File: config.mk
export PLATFORM = sky130hd
export DESIGN_NAME = tft_ctrl
export DESIGN_NICKNAME = d
export VERILOG_FILES = /design/src/rtl/tft_ctrl.sv
export SDC_FILE = /design/constraint.sdc
export NUM_CORES = 1
export LEC_CHECK = 0
export BUFFER_PORTS_ARGS = -buffer_cell sky130_fd_sc_hd__buf_2
export CAP_MARGIN = 20
export CORE_ASPECT_RATIO = 1.2
export CORE_UTILIZATION = 44
export DETAILED_ROUTE_END_ITERATION = 10
export GPL_TIMING_DRIVEN = 0
export HOLD_SLACK_MARGIN = 0.1
export PLACE_DENSITY = 0.71
export SYNTH_ARGS = -nofsm -noshare
export SYNTH_HDL_FRONTEND = slang
export SYNTH_SLANG_ARGS = --single-unit
File: constraint.sdc
create_clock -name clk_9m -period 2.4 [get_ports clk_9m]
set_input_delay 0.36 -clock clk_9m [delete_from_list [all_inputs] [get_ports clk_9m]]
set_output_delay 0.36 -clock clk_9m [all_outputs]
set_load 0.1 [all_outputs]
File: src/rtl/tft_ctrl.sv
// tft_ctrl: 480x272 RGB565 TFT timing generator with one-cycle-early pixel requests and a frame-delayed backlight
// Ports:
//   clk_9m, sys_rst_n   pixel clock, synchronous active-low reset
//   disp_en             display enable (registered once before use)
//   pix_data            RGB565 returned by the pixel generator one clock after pix_x/pix_y
//   pix_x, pix_y        requested coordinate, 10'h3FF outside the request window
//   rgb_tft, tft_de     panel data and data enable
//   hsync, vsync        active-high syncs decoded from the registered counters
//   tft_clk, tft_bl     panel clock and backlight enable
//   frame_start         one-cycle pulse at h_cnt = v_cnt = 0
//   frame_cnt           completed-frame counter, wraps
module tft_ctrl #(
  parameter int H_SYNC   = 41,
  parameter int H_BACK   = 2,
  parameter int H_VALID  = 480,
  parameter int H_FRONT  = 2,
  parameter int V_SYNC   = 10,
  parameter int V_BACK   = 2,
  parameter int V_VALID  = 272,
  parameter int V_FRONT  = 2,
  parameter int BL_DELAY = 4
) (
  input  logic        clk_9m,
  input  logic        sys_rst_n,
  input  logic        disp_en,
  input  logic [15:0] pix_data,
  output logic [9:0]  pix_x,
  output logic [9:0]  pix_y,
  output logic [15:0] rgb_tft,
  output logic        hsync,
  output logic        vsync,
  output logic        tft_de,
  output logic        tft_clk,
  output logic        tft_bl,
  output logic        frame_start,
  output logic [7:0]  frame_cnt
);
  localparam logic [9:0] H_LAST = 10'(H_SYNC + H_BACK + H_VALID + H_FRONT - 1);
  localparam logic [9:0] V_LAST = 10'(V_SYNC + V_BACK + V_VALID + V_FRONT - 1);
  localparam logic [9:0] H_S    = 10'(H_SYNC);
  localparam logic [9:0] V_S    = 10'(V_SYNC);
  localparam logic [9:0] H_A0   = 10'(H_SYNC + H_BACK);
  localparam logic [9:0] H_A1   = 10'(H_SYNC + H_BACK + H_VALID - 1);
  localparam logic [9:0] V_A0   = 10'(V_SYNC + V_BACK);
  localparam logic [9:0] V_A1   = 10'(V_SYNC + V_BACK + V_VALID - 1);
  localparam logic [9:0] H_R0   = H_A0 - 10'd1;
  localparam logic [9:0] H_R1   = H_A1 - 10'd1;
  localparam logic [7:0] BL_LAST = 8'(BL_DELAY - 1);

  typedef enum logic [1:0] {BL_OFF, BL_WAIT, BL_ON} bl_state_t;

  logic [9:0] h_cnt, v_cnt;
  logic       disp_en_q;
  logic       rst_q;
  logic       h_end, v_act, h_act, h_req, act;
  logic [7:0] bl_cnt, bl_cnt_next;
  bl_state_t  bl_state, bl_next;

  assign h_end = h_cnt == H_LAST;
  assign v_act = v_cnt >= V_A0 && v_cnt <= V_A1;
  assign h_act = h_cnt >= H_A0 && h_cnt <= H_A1;
  assign h_req = h_cnt >= H_R0 && h_cnt <= H_R1;
  assign act   = h_act && v_act;

  assign hsync   = h_cnt < H_S;
  assign vsync   = v_cnt < V_S;
  assign tft_de  = act && disp_en_q;
  assign rgb_tft = tft_de ? pix_data : 16'h0000;
  assign tft_clk = clk_9m;
  assign tft_bl  = bl_state == BL_ON;
  assign pix_x   = h_req && v_act ? h_cnt - H_R0 : 10'h3FF;
  assign pix_y   = h_req && v_act ? v_cnt - V_A0 : 10'h3FF;
  // rst_q masks the 0,0 position that the counters hold right after reset
  assign frame_start = !rst_q && h_cnt == 10'd0 && v_cnt == 10'd0;

  always_ff @(posedge clk_9m) begin
    if (!sys_rst_n) begin
      h_cnt     <= '0;
      v_cnt     <= '0;
      disp_en_q <= 1'b0;
      rst_q     <= 1'b1;
      frame_cnt <= '0;
      bl_state  <= BL_OFF;
      bl_cnt    <= '0;
    end else begin
      h_cnt     <= h_end ? 10'd0 : h_cnt + 10'd1;
      v_cnt     <= h_end ? (v_cnt == V_LAST ? 10'd0 : v_cnt + 10'd1) : v_cnt;
      disp_en_q <= disp_en;
      rst_q     <= 1'b0;
      frame_cnt <= frame_start ? frame_cnt + 8'd1 : frame_cnt;
      bl_state  <= bl_next;
      bl_cnt    <= bl_cnt_next;
    end
  end

  always_comb begin
    bl_next     = bl_state;
    bl_cnt_next = bl_cnt;
    if (!disp_en_q) begin
      bl_next     = BL_OFF;
      bl_cnt_next = '0;
    end else if (frame_start && bl_state == BL_OFF) begin
      bl_next     = BL_WAIT;
      bl_cnt_next = '0;
    end else if (frame_start && bl_state == BL_WAIT) begin
      bl_next     = bl_cnt == BL_LAST ? BL_ON : BL_WAIT;
      bl_cnt_next = bl_cnt + 8'd1;
    end
  end
endmodule

==> results.md <==
- Status: finished with violations
- Failing checks: setup timing
- Worst hold margin: around 0.16 ns
- Psw: roughly 560 uW
- TritonCTS clock tree: built
- Final hold violation count: 0
- Detailed Route WL: 8.525 mm
- VDD IR-drop max: 0.0009993 V
- Synthesis Warnings: 0
- Type of the worst min-delay path: in2reg
- Net total in the final layout: 479
- RSZ-0062 raised after global routing: yes
- Leakage power total: 0.001761 uW
- Clock latency reported for the late side of the worst-skew pair: 0.41 ns
- Min cycle time layout: 2.854 ns
- DRT iter0 DRCs: 320
- Int Power: between 1000 and 1500 uW
- Die Area: 0.006321 sq mm
- Remaining routing DRC violations: 0
- Async set or reset register ratio after synthesis: 0%
- Worst-margin pin slew: 0.9018 ns
- Number of max-slew violations in the final report: 0
- Final worst clock skew: between 0.01 and 0.015 ns
- FP Rows: 30
- Portion of the post-synthesis area used by sequential elements: 30.30%
- Antenna violations before repair: 0
- Initial core utilization: 46.32%
- Worst min-delay path startpoint: disp_en
- Pin count of the biggest net entering global routing: 15
- Summed instance area of the synthesized netlist: 0.002643 sq mm
- Total gr overflow: 0
- Placement-stage worst setup slack: -0.7112 ns
- Number of cells produced by synthesis: 355
- Power share of the clock group: 50.6%
- Number of enable-type register cells in the synthesized netlist: 0
- Fraction of power spent switching nets: 32.17%
- Share of cells above drive strength 1: 41.80%
- CP Data Arrival Time: 2.49 ns
- Slew HR: slightly below 40%
- Clock transition at the registers of the reported paths: 0.09 ns
- Type of the worst setup path: reg2out
- Global-route wire length before repair: approximately 13 mm
- Max-cap check violation count: 0
- Gp weighted congestion: 0.8992
- Number of different library cells in the post-synthesis netlist: 45
- Max Clk Rate: roughly 350 MHz
- Timing startpoint of the critical path: h_cnt[5]$_SDFF_PP0_
- Core area: 0.005705 sq mm
- Crit Reg-Reg Startpoint: h_cnt[1]$_SDFF_PP0_
- Maximum net fanout on the critical path: 10
- Number of search-and-repair iterations in the first detailed-routing pass: 4
- Width of the die: 72.75 um
- Net count after synthesis: 390
- PD cells: 389.6 mW/mm^2
- Total inserted antenna cells: 0
- Port-buffer cells: 68
- Average vias per placed instance: 5.514
- Setup TNS: -14.71 ns
- Via count of the first global-routing pass: 2878
- Number of antenna-violating nets in the routed design: 0
- DP Wirelength: 5.024 mm
- Post-DR wirelength/cell: 16.24 um
- Number of I/O pins: 69
- Count of state elements after synthesis: 40
- Via count: 2895
- Min setup slack post-route: -0.4541 ns
- Post-Syn Area per Cell: 7.444 sq um
- Endpoint required time on the critical path: 2.04 ns
- Setup crit end kind: output pin
- Sequential Power Share: between 30% and 40%
- Final setup viols: 38
- Fin crit share: 118.9%
- Cts-stage hold buffer count: 0
- Die height: slightly below 90 um
- Area growth from synthesis to final layout: 68.94%
- GRT Resource Usage Total: 26.87%
- Combinational fraction of design power: 9.8%
- Startpoint type of the worst setup path: register
- Main flop type after synthesis: sky130_fd_sc_hd__dfxtp_1
## synthesized netlist by cell type (5+ instances only)
library cell | instances | area share [%]
sky130_fd_sc_hd__nor2_1 | 41 | 5.8
sky130_fd_sc_hd__dfxtp_1 | 40 | 30
sky130_fd_sc_hd__nand2_1 | 40 | 5.7
sky130_fd_sc_hd__a21oi_1 | 24 | 4.5
sky130_fd_sc_hd__and2_1 | 18 | 4.3
sky130_fd_sc_hd__clkbuf_1 | 18 | 2.6
sky130_fd_sc_hd__o21ai_0 | 18 | 3.4
sky130_fd_sc_hd__ha_1 | 16 | 7.6
sky130_fd_sc_hd__xnor2_1 | 14 | 4.6
sky130_fd_sc_hd__inv_1 | 13 | 1.8
sky130_fd_sc_hd__nand3_1 | 12 | 2.3
sky130_fd_sc_hd__nor3_1 | 9 | 1.7
sky130_fd_sc_hd__nand4_1 | 7 | 1.7
sky130_fd_sc_hd__nor4_1 | 7 | 1.7
sky130_fd_sc_hd__or3_1 | 7 | 1.7
sky130_fd_sc_hd__xor2_1 | 7 | 2.3
sky130_fd_sc_hd__and3_1 | 6 | 1.4
sky130_fd_sc_hd__nand2b_1 | 6 | 1.4
sky130_fd_sc_hd__nand3b_1 | 6 | 1.7
sky130_fd_sc_hd__mux2i_1 | 5 | 1.9
sky130_fd_sc_hd__nor2b_1 | 5 | 1.2
## sequential cells by signal (all words and copies together), names as in the netlist
register   count
disp_en_q      1
v_cnt         10
bl_cnt         8
frame_cnt      8
rst_q          1
h_cnt         10
bl_state       2
## repair_timing
action | CTS | global route
setup buffers | 14 | 4
pin swaps | 15 | 9
setup endpoints to repair | 43 | 55
gates resized for setup | 182 | 29
gates cloned | 1 | 0
## power groups by stage
stage | Combinational, uW | Clock, uW | Sequential (uW)
global route | 182 | 918 | 691
CTS | 159 | 889 | 688
detailed placement | 152 | 169 | 702
finish | 170 | 881 | 688
floorplan | 88.4 | 157 | 724
global placement | 150 | 169 | 702
## critical path: stages (launching register included)
cell and delay (ns):
sky130_fd_sc_hd__dfxtp_1 0.33, sky130_fd_sc_hd__buf_2 0.20, sky130_fd_sc_hd__a211o_1 0.34, sky130_fd_sc_hd__o21ai_4 0.17, sky130_fd_sc_hd__o311ai_4 0.13, sky130_fd_sc_hd__a211oi_2 0.24
sky130_fd_sc_hd__clkbuf_8 0.22, sky130_fd_sc_hd__clkbuf_16 0.20, sky130_fd_sc_hd__nand2_8 0.06, sky130_fd_sc_hd__buf_12 0.18
## cell usage in the layout, fill, tap and decap left out, types with 8 or more instances in the layout
cell type,n
sky130_fd_sc_hd__nand3_1,11
sky130_fd_sc_hd__buf_12,35
sky130_fd_sc_hd__nand2_1,26
sky130_fd_sc_hd__buf_4,14
sky130_fd_sc_hd__a21oi_1,20
sky130_fd_sc_hd__dfxtp_1,29
sky130_fd_sc_hd__clkbuf_8,11
sky130_fd_sc_hd__nor2_1,41
sky130_fd_sc_hd__buf_2,30
sky130_fd_sc_hd__nor3_1,8
sky130_fd_sc_hd__dfxtp_2,8
sky130_fd_sc_hd__o21ai_0,14
sky130_fd_sc_hd__and2_4,16
sky130_fd_sc_hd__ha_1,14
sky130_fd_sc_hd__xnor2_1,12
sky130_fd_sc_hd__nand2_8,10
sky130_fd_sc_hd__buf_6,8
## logic make-up after synthesis
| kind of cell | share of synthesized area (%) |
|---|---|
| AOI/OAI and AO/OA | 12.55 |
| buffers and inverters | 5.776 |
| muxes | 1.894 |
| DFF | 30.30 |
| xor gates and xnor gates | 6.960 |
| and+or+nand+nor | 34.94 |
| adders and majority gates | 7.576 |
## worst paths after layout
path	to	cells past startpoint	slack [ns]
setup / recovery	pix_y[9]	9	-0.45
hold / removal	disp_en_q$_SDFF_PN0_	2	0.16
setup reg to reg	frame_cnt[5]$_SDFFE_PN0P_	8	0.08
hold reg to reg	frame_cnt[7]$_SDFFE_PN0P_	2	0.47
## cell type report
class,count,area [sq um]
fill,366,1241
buffer,16,135.1
clock buffer,9,115.1
timing repair buffer,85,1071
sequential,40,822.0
multi-input combinational,278,2117
clock inverter,3,47.55
tap,80,100.1
inverter,14,56.30
## stage by stage
| stage | area (sq um) | power (uW) | util, % | std cells |
|---|---|---|---|---|
| CTS | 4383 | 1736 | 76.82 | 524 |
| floorplan | 3005 | 969.3 | - | 355 |
| detailed placement | 3452 | 1023 | 60.50 | 503 |
| finish | 4464 | 1739 | 78.25 | 525 |
| global placement | 3446 | 1022 | 60.39 | 503 |
| global route | 4464 | 1791 | 78.25 | 525 |
## layer usage
metal  wire length (um)  vias up  track usage [%]  share of wire (%)
li1                   -     1392                -                  -
met1               3219     1369            29.06                 38
met2               4538      104            48.85                 53
met3                446       30            4.861                5.2
met4                320        0            14.80                3.8
met5                  0        -                0                  0
Power figures use the tool's default switching activity.
